## config.mk

```make
export PLATFORM = sky130hd
export DESIGN_NAME = acq_gate_sequencer
export DESIGN_NICKNAME = d
export VERILOG_FILES = /design/src/rtl/acq_gate_sequencer.sv
export SDC_FILE = /design/constraint.sdc
export NUM_CORES = 1
export LEC_CHECK = 0
export CAP_MARGIN = 15
export CORE_MARGIN = 2
export CORE_UTILIZATION = 38
export CTS_CLUSTER_SIZE = 28
export DETAILED_ROUTE_END_ITERATION = 16
export PLACE_DENSITY = 0.6
export SLEW_MARGIN = 5
export SYNTH_ARGS = -nofsm -noshare
export SYNTH_HDL_FRONTEND = slang
export SYNTH_SLANG_ARGS = --single-unit
export TNS_END_PERCENT = 1
```

## constraint.sdc

```tcl
create_clock -name clk -period 4.3 [get_ports clk]
set_input_delay 0.86 -clock clk [delete_from_list [all_inputs] [get_ports clk]]
set_output_delay 0.86 -clock clk [all_outputs]
set_load 0.005 [all_outputs]
```

## src/rtl/acq_gate_sequencer.sv

```systemverilog
// Single-pixel-imaging acquisition sequencer.
// Per pattern: pulse dmd_trig, wait SETTLE_CYC cycles, open the counting gate
// for max(cfg_window,1) cycles, then hold the per-channel counts on a
// valid/ready report until readout accepts them.
// Optional feature: define ACQ_COINC_EN to count gated cycles on which every
// channel fired (rd_coinc); when undefined rd_coinc is tied to 0.
module acq_gate_sequencer #(
  parameter int NUM_CH     = 2,
  parameter int CNT_W      = 16,
  parameter int WIN_W      = 32,
  parameter int PAT_W      = 16,
  parameter int SETTLE_CYC = 32
) (
  input  logic                    clk,
  input  logic                    rst_n,
  input  logic                    start,
  input  logic                    stop,
  input  logic [WIN_W-1:0]        cfg_window,
  input  logic [PAT_W-1:0]        cfg_num_pat,
  input  logic [NUM_CH-1:0]       pulse_in,
  output logic                    dmd_trig,
  output logic                    gate,
  output logic                    rd_valid,
  input  logic                    rd_ready,
  output logic [NUM_CH*CNT_W-1:0] rd_count,
  output logic [PAT_W-1:0]        rd_pat_idx,
  output logic [CNT_W-1:0]        rd_coinc,
  output logic                    busy,
  output logic                    done
);

  typedef enum logic [2:0] {
    S_IDLE, S_TRIG, S_SETTLE, S_GATE, S_REPORT, S_NEXT, S_DONE
  } state_t;

  localparam bit               NO_SETTLE   = (SETTLE_CYC == 0);
  localparam logic [WIN_W-1:0] SETTLE_LAST = WIN_W'(SETTLE_CYC - 1);

  state_t             state;
  logic [WIN_W-1:0]   win_len;
  logic [WIN_W-1:0]   tmr;
  logic [PAT_W-1:0]   num_pat;
  logic [PAT_W-1:0]   pat_idx;
  logic               stop_pend;
  logic [CNT_W-1:0]   cnt [NUM_CH];

  // Saturating increment: counters stick at all-ones instead of wrapping.
  function automatic logic [CNT_W-1:0] sat_inc(input logic [CNT_W-1:0] v);
    return (&v) ? v : v + CNT_W'(1);
  endfunction

  // Sequencer FSM with registered strobes, gate, handshake and status outputs.
  always_ff @(posedge clk or negedge rst_n) begin
    if (!rst_n) begin
      state     <= S_IDLE;
      win_len   <= '0;
      tmr       <= '0;
      num_pat   <= '0;
      pat_idx   <= '0;
      stop_pend <= 1'b0;
      dmd_trig  <= 1'b0;
      gate      <= 1'b0;
      rd_valid  <= 1'b0;
      busy      <= 1'b0;
      done      <= 1'b0;
    end else begin
      dmd_trig <= 1'b0;
      done     <= 1'b0;
      case (state)
        S_IDLE: begin
          // stop takes priority over a simultaneous start
          if (start && !stop) begin
            win_len   <= (cfg_window == '0) ? WIN_W'(1) : cfg_window;
            num_pat   <= cfg_num_pat;
            pat_idx   <= '0;
            stop_pend <= 1'b0;
            state     <= S_TRIG;
            dmd_trig  <= 1'b1;
            busy      <= 1'b1;
          end
        end
        S_TRIG: begin
          tmr <= '0;
          if (stop) begin
            state <= S_IDLE;
            busy  <= 1'b0;
          end else if (NO_SETTLE) begin
            state <= S_GATE;
            gate  <= 1'b1;
          end else begin
            state <= S_SETTLE;
          end
        end
        S_SETTLE: begin
          if (stop) begin
            state <= S_IDLE;
            busy  <= 1'b0;
          end else if (tmr == SETTLE_LAST) begin
            state <= S_GATE;
            gate  <= 1'b1;
            tmr   <= '0;
          end else begin
            tmr <= tmr + WIN_W'(1);
          end
        end
        S_GATE: begin
          if (stop) begin
            state <= S_IDLE;
            gate  <= 1'b0;
            busy  <= 1'b0;
          end else if (tmr == win_len - WIN_W'(1)) begin
            state    <= S_REPORT;
            gate     <= 1'b0;
            rd_valid <= 1'b1;
          end else begin
            tmr <= tmr + WIN_W'(1);
          end
        end
        S_REPORT: begin
          // an abort here still lets the pending report complete
          if (stop) stop_pend <= 1'b1;
          if (rd_ready) begin
            rd_valid <= 1'b0;
            if (stop || stop_pend) begin
              state <= S_IDLE;
              busy  <= 1'b0;
            end else begin
              state <= S_NEXT;
            end
          end
        end
        S_NEXT: begin
          if (stop) begin
            state <= S_IDLE;
            busy  <= 1'b0;
          end else begin
            pat_idx <= pat_idx + PAT_W'(1);
            if (num_pat != '0 && pat_idx == num_pat - PAT_W'(1)) begin
              state <= S_DONE;
              done  <= 1'b1;
            end else begin
              state    <= S_TRIG;
              dmd_trig <= 1'b1;
            end
          end
        end
        S_DONE: begin
          state <= S_IDLE;
          busy  <= 1'b0;
        end
        default: begin
          state <= S_IDLE;
          gate  <= 1'b0;
          busy  <= 1'b0;
        end
      endcase
    end
  end

  // Per-channel photon counters: held clear between patterns, counting only while gated.
  always_ff @(posedge clk or negedge rst_n) begin
    if (!rst_n) begin
      for (int i = 0; i < NUM_CH; i++) cnt[i] <= '0;
    end else if (state == S_IDLE || state == S_NEXT) begin
      for (int i = 0; i < NUM_CH; i++) cnt[i] <= '0;
    end else if (state == S_GATE) begin
      for (int i = 0; i < NUM_CH; i++)
        if (pulse_in[i]) cnt[i] <= sat_inc(cnt[i]);
    end
  end

  for (genvar g = 0; g < NUM_CH; g++) begin : g_pack
    assign rd_count[g*CNT_W +: CNT_W] = cnt[g];
  end

  assign rd_pat_idx = pat_idx;

`ifdef ACQ_COINC_EN
  logic [CNT_W-1:0] coinc;

  // Coincidence counter: gated cycles on which every channel fired.
  always_ff @(posedge clk or negedge rst_n) begin
    if (!rst_n) begin
      coinc <= '0;
    end else if (state == S_IDLE || state == S_NEXT) begin
      coinc <= '0;
    end else if (state == S_GATE && (&pulse_in)) begin
      coinc <= sat_inc(coinc);
    end
  end

  assign rd_coinc = coinc;
`else
  assign rd_coinc = '0;
`endif

endmodule

```

==> metrics.txt, run 1 <==
Worst Tran Pin Value=0.9712 ns; leading area contributor after synthesis=dfrtp_1; initial core utilization=0.3854; final non-filler cell area=10,620 µm²; final worst slack=0.5616 ns; synth unique cells=75; Fmax achieved=267.5 MHz; worst min path class=register to register; Die Footprint=24,120 µm²; drt drc=0; Mapped Cells=1,045; Main synth FF type=dfrtp_1; Die H=155.3 µm; Clock Skews=0.01123 ns; worst vdd ir=0.0002638 V; fin nets=1,195; Worst setup EP type=register; global route overflow=0; RR Startpoint=win_len[0]; Post-CTS Setup Bufs=0; hold slack=0.5251 ns; layout cell share with drive strength beyond 1=0.06124; Final Core Density=0.4705; EDFF count, synth=0; Critical Path Start=win_len[0]; hold path endpoint=busy; Yosys reg bits=137; Row Count=55; Max Cap Viol=0; overall power=6.047 mW; htree depth=4; top-count cell post-synth=nand2_1; Slew HR=0.3526; hold path startpoint=busy; initial DRC count=548; Hold Vio Cnt, Final=0; CP Data Required Time=4.60 ns; Die Width=155.3 µm; Seq/Total Area, Yosys=0.3941; crit path kind=register to register; Clock Latency Late Sink=0.42 ns; DP HPWL=17.66 mm; Final min period=3.738 ns; crit path launch type=register; Cells after DPL=1,399; post-synthesis cell area=8700 µm²; r2r worst-path depth=12; largest cells by area after synthesis=dfrtp_1 39%, nand2_1 8.8%, xor2_1 5.0%; hold path depth=2; pwr/cell area=569.4 nW/µm²; routability cong.=0.9101; first-pass GRT wire length=40.06 mm; root buffer cell=clkbuf_16; DR vias/cell=5.481; RSZ-0062 raised after global routing=no; Ant. Diodes=0; Core ar.=22,570 µm²; initial antenna violation count=0; r2r endpoint=tmr[9]; Final setup viols=0; CTS Buf Count=17; via count of the first global-routing pass=7,595; Non-Filler Instances=1,428; Leakage=4.479 nW; status=completed; Worst R2R Setup Slack=0.56 ns; Port Buffer Count=107; CTS tree=done; Reg clk slew, reported paths=0.06 ns; synth cell count leaders=203 x nand2_1, 137 x dfrtp_1, 85 x nor2_1, 55 x nand3_1, 50 x xor2_1; Yosys warning total=0; highest net fanout along the worst path=10; remaining antenna violation count=0; Crit path arrival time=4.04 ns; post-synth top area share=0.3941; Top-Level Pins=124; Mean Syn Cell Area=8.325 µm²; total track usage=0.2087; area post-placement=9971 µm²; area grow syn2layout=22.08%; clk sinks=137; WL/cell=17.14 µm; Resized cells post-CTS=0; final slew viol count=0; DR vias=7,827; hold_buf cts=0; Fin Setup TNS=0 ns; largest net degree at the start of global routing=103; CTS max path bufs=2; async set-reset flop share out of synthesis=1.000; crit share post-route=0.8694; pre-CTS WS=0.6480 ns; wirelength, routed=24.48 mm; drt pass-1 iters=4
logic make-up (layout without fill, tap and decap cells):
family / Yosys count / after routing / synth area share
AO/OA/AOI/OAI: 168 / 168 / 0.1332
XOR/XNOR: 94 / 94 / 0.09464
adder cells (fa/ha/maj): 7 / 7 / 0.01007
buffers and inverters: 95 / 178 / 0.04919
flip-flops: 137 / 137 / 0.3941
multiplexers: 16 / 16 / 0.01898
other: 1 / 16 / 0.0004311
AND/OR/NAND/NOR: 527 / 527 / 0.2994
critical path, stage by stage, from the launching register on:
cell	delay, ns
dfrtp_1	0.42
inv_1	0.08
ha_1	0.20
nor3b_1	0.36
nand4_1	0.39
or3_1	0.51
a21oi_1	0.18
nand4b_1	0.13
nor4_1	0.40
a211o_1	0.44
buf_4	0.25
nor3_1	0.07
o22a_1	0.19
state kept, by name, summed over array words and instances (netlist names):
register,flops
busy,1
dmd_trig,1
done,1
gate,1
num_pat,16
rd_count,32
rd_pat_idx,16
rd_valid,1
state,3
stop_pend,1
tmr,32
win_len,32
layer usage:
metal / vias up / track usage / share of wire
met5: - / 0 / 0
met4: 0 / 0.06073 / 0.018
met3: 32 / 0.05348 / 0.049
met2: 169 / 0.3340 / 0.47
met1: 3775 / 0.2802 / 0.46
li1: 3851 / - / -
cells in the final DEF, fill, tap and decap left out, types with 27 or more instances in the layout:
master,netlist,final
o21ai_0,37,37
nor3_1,29,29
xnor2_1,44,44
nand3_1,55,55
xor2_1,50,50
nand2_1,203,203
nor2_1,85,84
inv_1,27,27
clkdlybuf4s50_1,0,106
dfrtp_1,137,137
nor4_1,31,31
area by class of cell:
type | instances | area [µm²]
tap | 285 | 356.6
clock inverter | 12 | 224.0
sequential | 137 | 3428
fill | 2224 | 11950
inverter | 28 | 105.1
multi-input combinational | 828 | 4903
clock buffer | 17 | 425.4
timing repair buffer | 121 | 1177
power breakdown:
| group | switching, mW | internal (mW) |
|---|---|---|
| registers | 0.546 | 1.57 |
| logic | 1.33 | 0.944 |
| clock network | 0.578 | 1.08 |
| total | 2.46 | 3.59 |
worst max path at each step:
stage / to / slack [ns] / depth (start not counted)
after detailed placement: tmr[9] / 0.65 / 12
after CTS: tmr[9] / 0.62 / 12
after floorplan: state[2] / 1.03 / 11
after global placement: tmr[9] / 0.74 / 12
final: tmr[9] / 0.56 / 12
after global routing: tmr[9] / 0.31 / 12
Power figures use the tool's default switching activity.
==> inputs of run 2 (changes only) <==
Settings changed: MAX_ROUTING_LAYER from default to met4.
==> metrics.txt, run 2 (synthesis results as in run 1) <==
Final setup viols=0; Slew HR=0.3489; htree depth=4; hold_buf cts=0; worst min path class=register to register; final non-filler cell area=10,620 µm²; Core ar.=22,570 µm²; Max Cap Viol=0; highest net fanout along the worst path=10; Leakage=4.479 nW; Top-Level Pins=124; most frequent cells in the layout=203 x nand2_1, 137 x dfrtp_1, 106 x clkdlybuf4s50_1, 84 x nor2_1, 55 x nand3_1; CTS tree=done; Hold Vio Cnt, Final=0; Row Count=55; worst vdd ir=0.0002638 V; CP delay by family, top=simple AND/OR/NAND/NOR gates; sw frac=0.4064; Fin Setup TNS=0 ns; fin nets=1,195; DR vias/cell=5.464; commonest non-fill, non-tap cell in the layout=nand2_1; initial DRC count=556; area post-placement=9971 µm²; Worst path max stage delay=0.51 ns; Fmax achieved=268.0 MHz; wirelength, routed=24.47 mm; DP HPWL=17.66 mm; drt pass-1 iters=5; Clk pwr share=0.274; RSZ-0062 raised after global routing=no; largest net degree at the start of global routing=103; worst path bufs/invs=2; overall power=6.051 mW; Worst setup EP type=register; Final min period=3.731 ns; first-pass GRT wire length=40.00 mm; Die Width=155.3 µm; CTS Buf Count=17; Worst Tran Pin Value=0.9767 ns; Die Footprint=24,120 µm²; Post-CTS Setup Bufs=0; WL/cell=17.14 µm; Reg clk slew, reported paths=0.06 ns; total track usage=0.2148; remaining antenna violation count=0; Crit path arrival time=4.03 ns; Clock Skews=0.01176 ns; Die H=155.3 µm; clk sinks=137; Port Buffer Count=107; initial antenna violation count=0; drt drc=0; switching pwr=2.459 mW; fillers=2,224; Worst R2R Setup Slack=0.57 ns; routability cong.=0.9259; register area=3428 µm²; crit share post-route=0.8677; initial core utilization=0.3854; CP Data Required Time=4.60 ns; status=completed; Clock Latency Late Sink=0.42 ns; multi-input logic area=4903 µm²; via count of the first global-routing pass=7,602; part of the power in registers=0.350; root buffer cell=clkbuf_16; Worst path slowest cell=or3_1; DR vias=7,802; crit path launch type=register; Resized cells post-CTS=0; combinational group share of total power=0.377; layout cell share with drive strength beyond 1=0.06124; pwr/cell area=569.8 nW/µm²; final slew viol count=0; Ant. Diodes=0; internal power=3.592 mW; CP Cell Sequence=inv_1 -> ha_1 -> nor3b_1 -> nand4_1 -> or3_1 -> a21oi_1 -> nand4b_1 -> nor4_1 -> a211o_1 -> buf_4 -> nor3_1 -> o22a_1; area grow syn2layout=22.08%; crit path kind=register to register; global route overflow=0; CTS max path bufs=2
==> run 2: cell counts in the layout (fill, tap and decap cells not counted) <==
Identical to the previous run, type by type.
==> run 2: cell type report <==
class                           instances  area share
Clock inverter                         12     0.02109
Inverter                               28    0.009896
Clock buffer                           17     0.04006
Multi-Input combinational cell        828      0.4617
Timing Repair Buffer                  121      0.1109
Sequential cell                       137      0.3228
Tap cell                              285     0.03358
==> run 2: per-stage QoR <==
step | hold WS [ns] | worst slack [ns] | std cells | util
2_1_floorplan | 0.4652 | 1.034 | 1060 | -
3_3_place_gp | 0.5040 | 0.7357 | 1399 | 0.4417
3_5_place_dp | 0.5008 | 0.6480 | 1399 | 0.4417
4_1_cts | 0.5287 | 0.6157 | 1428 | 0.4705
5_1_grt | 0.5514 | 0.3194 | 1428 | 0.4705
6_report | 0.5276 | 0.5691 | 1428 | 0.4705
==> run 2: worst reg2reg max path: stages (launching register included) <==
cell and delay, ns:
dfrtp_1 0.42, inv_1 0.08, ha_1 0.20, nor3b_1 0.36, nand4_1 0.38, or3_1 0.51
a21oi_1 0.18, nand4b_1 0.14, nor4_1 0.39, a211o_1 0.44, buf_4 0.26, nor3_1 0.07
o22a_1 0.19
==> run 2: power by group through the flow <==
stage	Sequential, mW	Combinational, mW	Clock, mW
after floorplan	1.85	1.82	0
after global routing	2.18	2.56	1.75
after detailed placement	2.12	2.27	0
after global placement	2.12	2.26	0
after CTS	2.11	2.29	1.68
final	2.11	2.28	1.66
==> run 2: routing by layer <==
metal | track usage | up-vias | share of wire
li1 | - | 3852 | -
met1 | 0.2831 | 3755 | 0.47
met2 | 0.3335 | 163 | 0.47
met3 | 0.04735 | 32 | 0.048
met4 | 0.06335 | 0 | 0.017
met5 | - | - | 0
==> run 2: worst paths after layout <==
kind / from / end / cells after the start
worst max-delay path: win_len[0] / tmr[9] / 12
worst min-delay path: busy / busy / 2
worst max register to register: win_len[0] / tmr[9] / 12
worst min register to register: busy / busy / 2
max in group asynchronous: rst_n / rd_count[16] / 2
min in group asynchronous: rst_n / tmr[3] / 1
==> inputs of run 3 (changes only) <==
Settings changed: PLACE_DENSITY 0.6 to default, PLACE_DENSITY_LB_ADDON from default to 0.2, SETUP_SLACK_MARGIN from default to 0.05.
==> metrics.txt, run 3 (synthesis results as in run 1) <==
status=completed; drt drc=0; Top-Level Pins=124; via count of the first global-routing pass=7,755; hold_buf cts=0; remaining antenna violation count=0; Die Width=155.3 µm; final slew viol count=0; Worst R2R Setup Slack=0.56 ns; r2r endpoint=tmr[23]; initial core utilization=0.3854; register area=3428 µm²; clk sinks=137; DP HPWL=17.79 mm; internal power=3.389 mW; multi-input logic area=4903 µm²; part of the power in registers=0.360; Clock Latency Late Sink=0.43 ns; first-pass GRT wire length=40.57 mm; Worst Tran Pin Value=1.003 ns; Slew HR=0.3142; initial antenna violation count=0; crit share post-route=0.8705; switching pwr=2.511 mW; Worst setup EP type=register; htree depth=4; root buffer cell=clkbuf_16; crit path launch type=register; WL/cell=17.36 µm; sw frac=0.4256; CTS Buf Count=17; final worst slack=0.5569 ns; overall power=5.899 mW; most frequent cells in the layout=203 x nand2_1, 137 x dfrtp_1, 106 x clkdlybuf4s50_1, 84 x nor2_1, 55 x nand3_1; r2r worst-path depth=9; Fmax achieved=267.2 MHz; CTS max path bufs=2; RSZ-0062 raised after global routing=no; crit path kind=register to register; worst min path class=input pin to async pin; CP Data Required Time=4.61 ns; Row Count=55; Die H=155.3 µm; Final min period=3.743 ns; Clock Skews=0.01349 ns; wirelength, routed=24.83 mm; layout cell share with drive strength beyond 1=0.06114; fillers=2,195; combinational group share of total power=0.388; Final setup viols=0; Crit path arrival time=4.05 ns; Reg clk slew, reported paths=0.07 ns; pre-CTS WS=0.6659 ns; Post-CTS Setup Bufs=0; area grow syn2layout=21.43%; largest net degree at the start of global routing=78; worst vdd ir=0.0002455 V; highest net fanout along the worst path=9; total track usage=0.2157; Cells after DPL=1,398; CTS tree=done; Max Cap Viol=0; drt pass-1 iters=5; Clk pwr share=0.253; fin nets=1,194; pwr/cell area=558.4 nW/µm²; Hold Vio Cnt, Final=0; Port Buffer Count=107; initial DRC count=569; Ant. Diodes=0; commonest non-fill, non-tap cell in the layout=nand2_1; global route overflow=0; routability cong.=0.9146; RR Startpoint=win_len[7]; DR vias/cell=5.535; Fin Setup TNS=0 ns; Core ar.=22,570 µm²; Resized cells post-CTS=0; Non-Filler Instances=1,430; Leakage=4.457 nW; Die Footprint=24,120 µm²; DR vias=7,915
## run 3: cell count changes in the layout (fill, tap and decap cells not counted), sizes merged
cell / delta
buf: -1
inv: +2
bufinv: -4
clkbuf: +3
clkinvlp: -2
clkinv: +4
## run 3: layer usage
layer | track usage | wire length, µm
met5 | - | 0
met4 | 0.06946 | 519
met3 | 0.03983 | 1125
met2 | 0.3359 | 11540
met1 | 0.2860 | 11640
## run 3: metrics by stage
stage	hold slack [ns]	instance area, µm²	utilization
2_1_floorplan	0.4652	8756	-
3_3_place_gp	0.4987	9976	0.4420
3_5_place_dp	0.4979	9976	0.4420
4_1_cts	0.5059	10560	0.4680
5_1_grt	0.5323	10560	0.4680
6_report	0.4638	10560	0.4680
## run 3: power groups by stage
stage	clock, mW	combinational, mW	sequential, mW
after floorplan	0	1.82	1.85
after global placement	0	2.26	2.12
after detailed placement	0	2.28	2.13
after CTS	1.52	2.29	2.11
after global routing	1.58	2.56	2.18
final	1.49	2.29	2.12
## run 3: final cells by class
class / instances / area share
multi-input combinational: 828 / 0.4642
sequential: 137 / 0.3245
inverter: 28 / 0.009949
timing repair buffer: 120 / 0.1119
clock buffer: 20 / 0.04228
clock inverter: 12 / 0.01338
tap: 285 / 0.03376
## run 3: how the worst max path moves through the flow
stage	start	endpoint	slack, ns
finish	win_len[7]	tmr[23]	0.56
global placement	win_len[7]	tmr[28]	0.77
global route	win_len[0]	tmr[23]	0.36
CTS	win_len[7]	tmr[23]	0.65
detailed placement	win_len[7]	tmr[23]	0.67
floorplan	win_len[0]	state[2]	1.03
## run 3: worst max-delay path, cell delays in order (launching register included)
cell and delay (ns):
dfrtp_1 0.50, nor4_4 0.49, nand4_1 0.43, or3_1 0.52
a21oi_1 0.17, nand4b_1 0.13, nor4_1 0.49, a21oi_1 0.28
o211ai_1 0.26, mux2_2 0.36
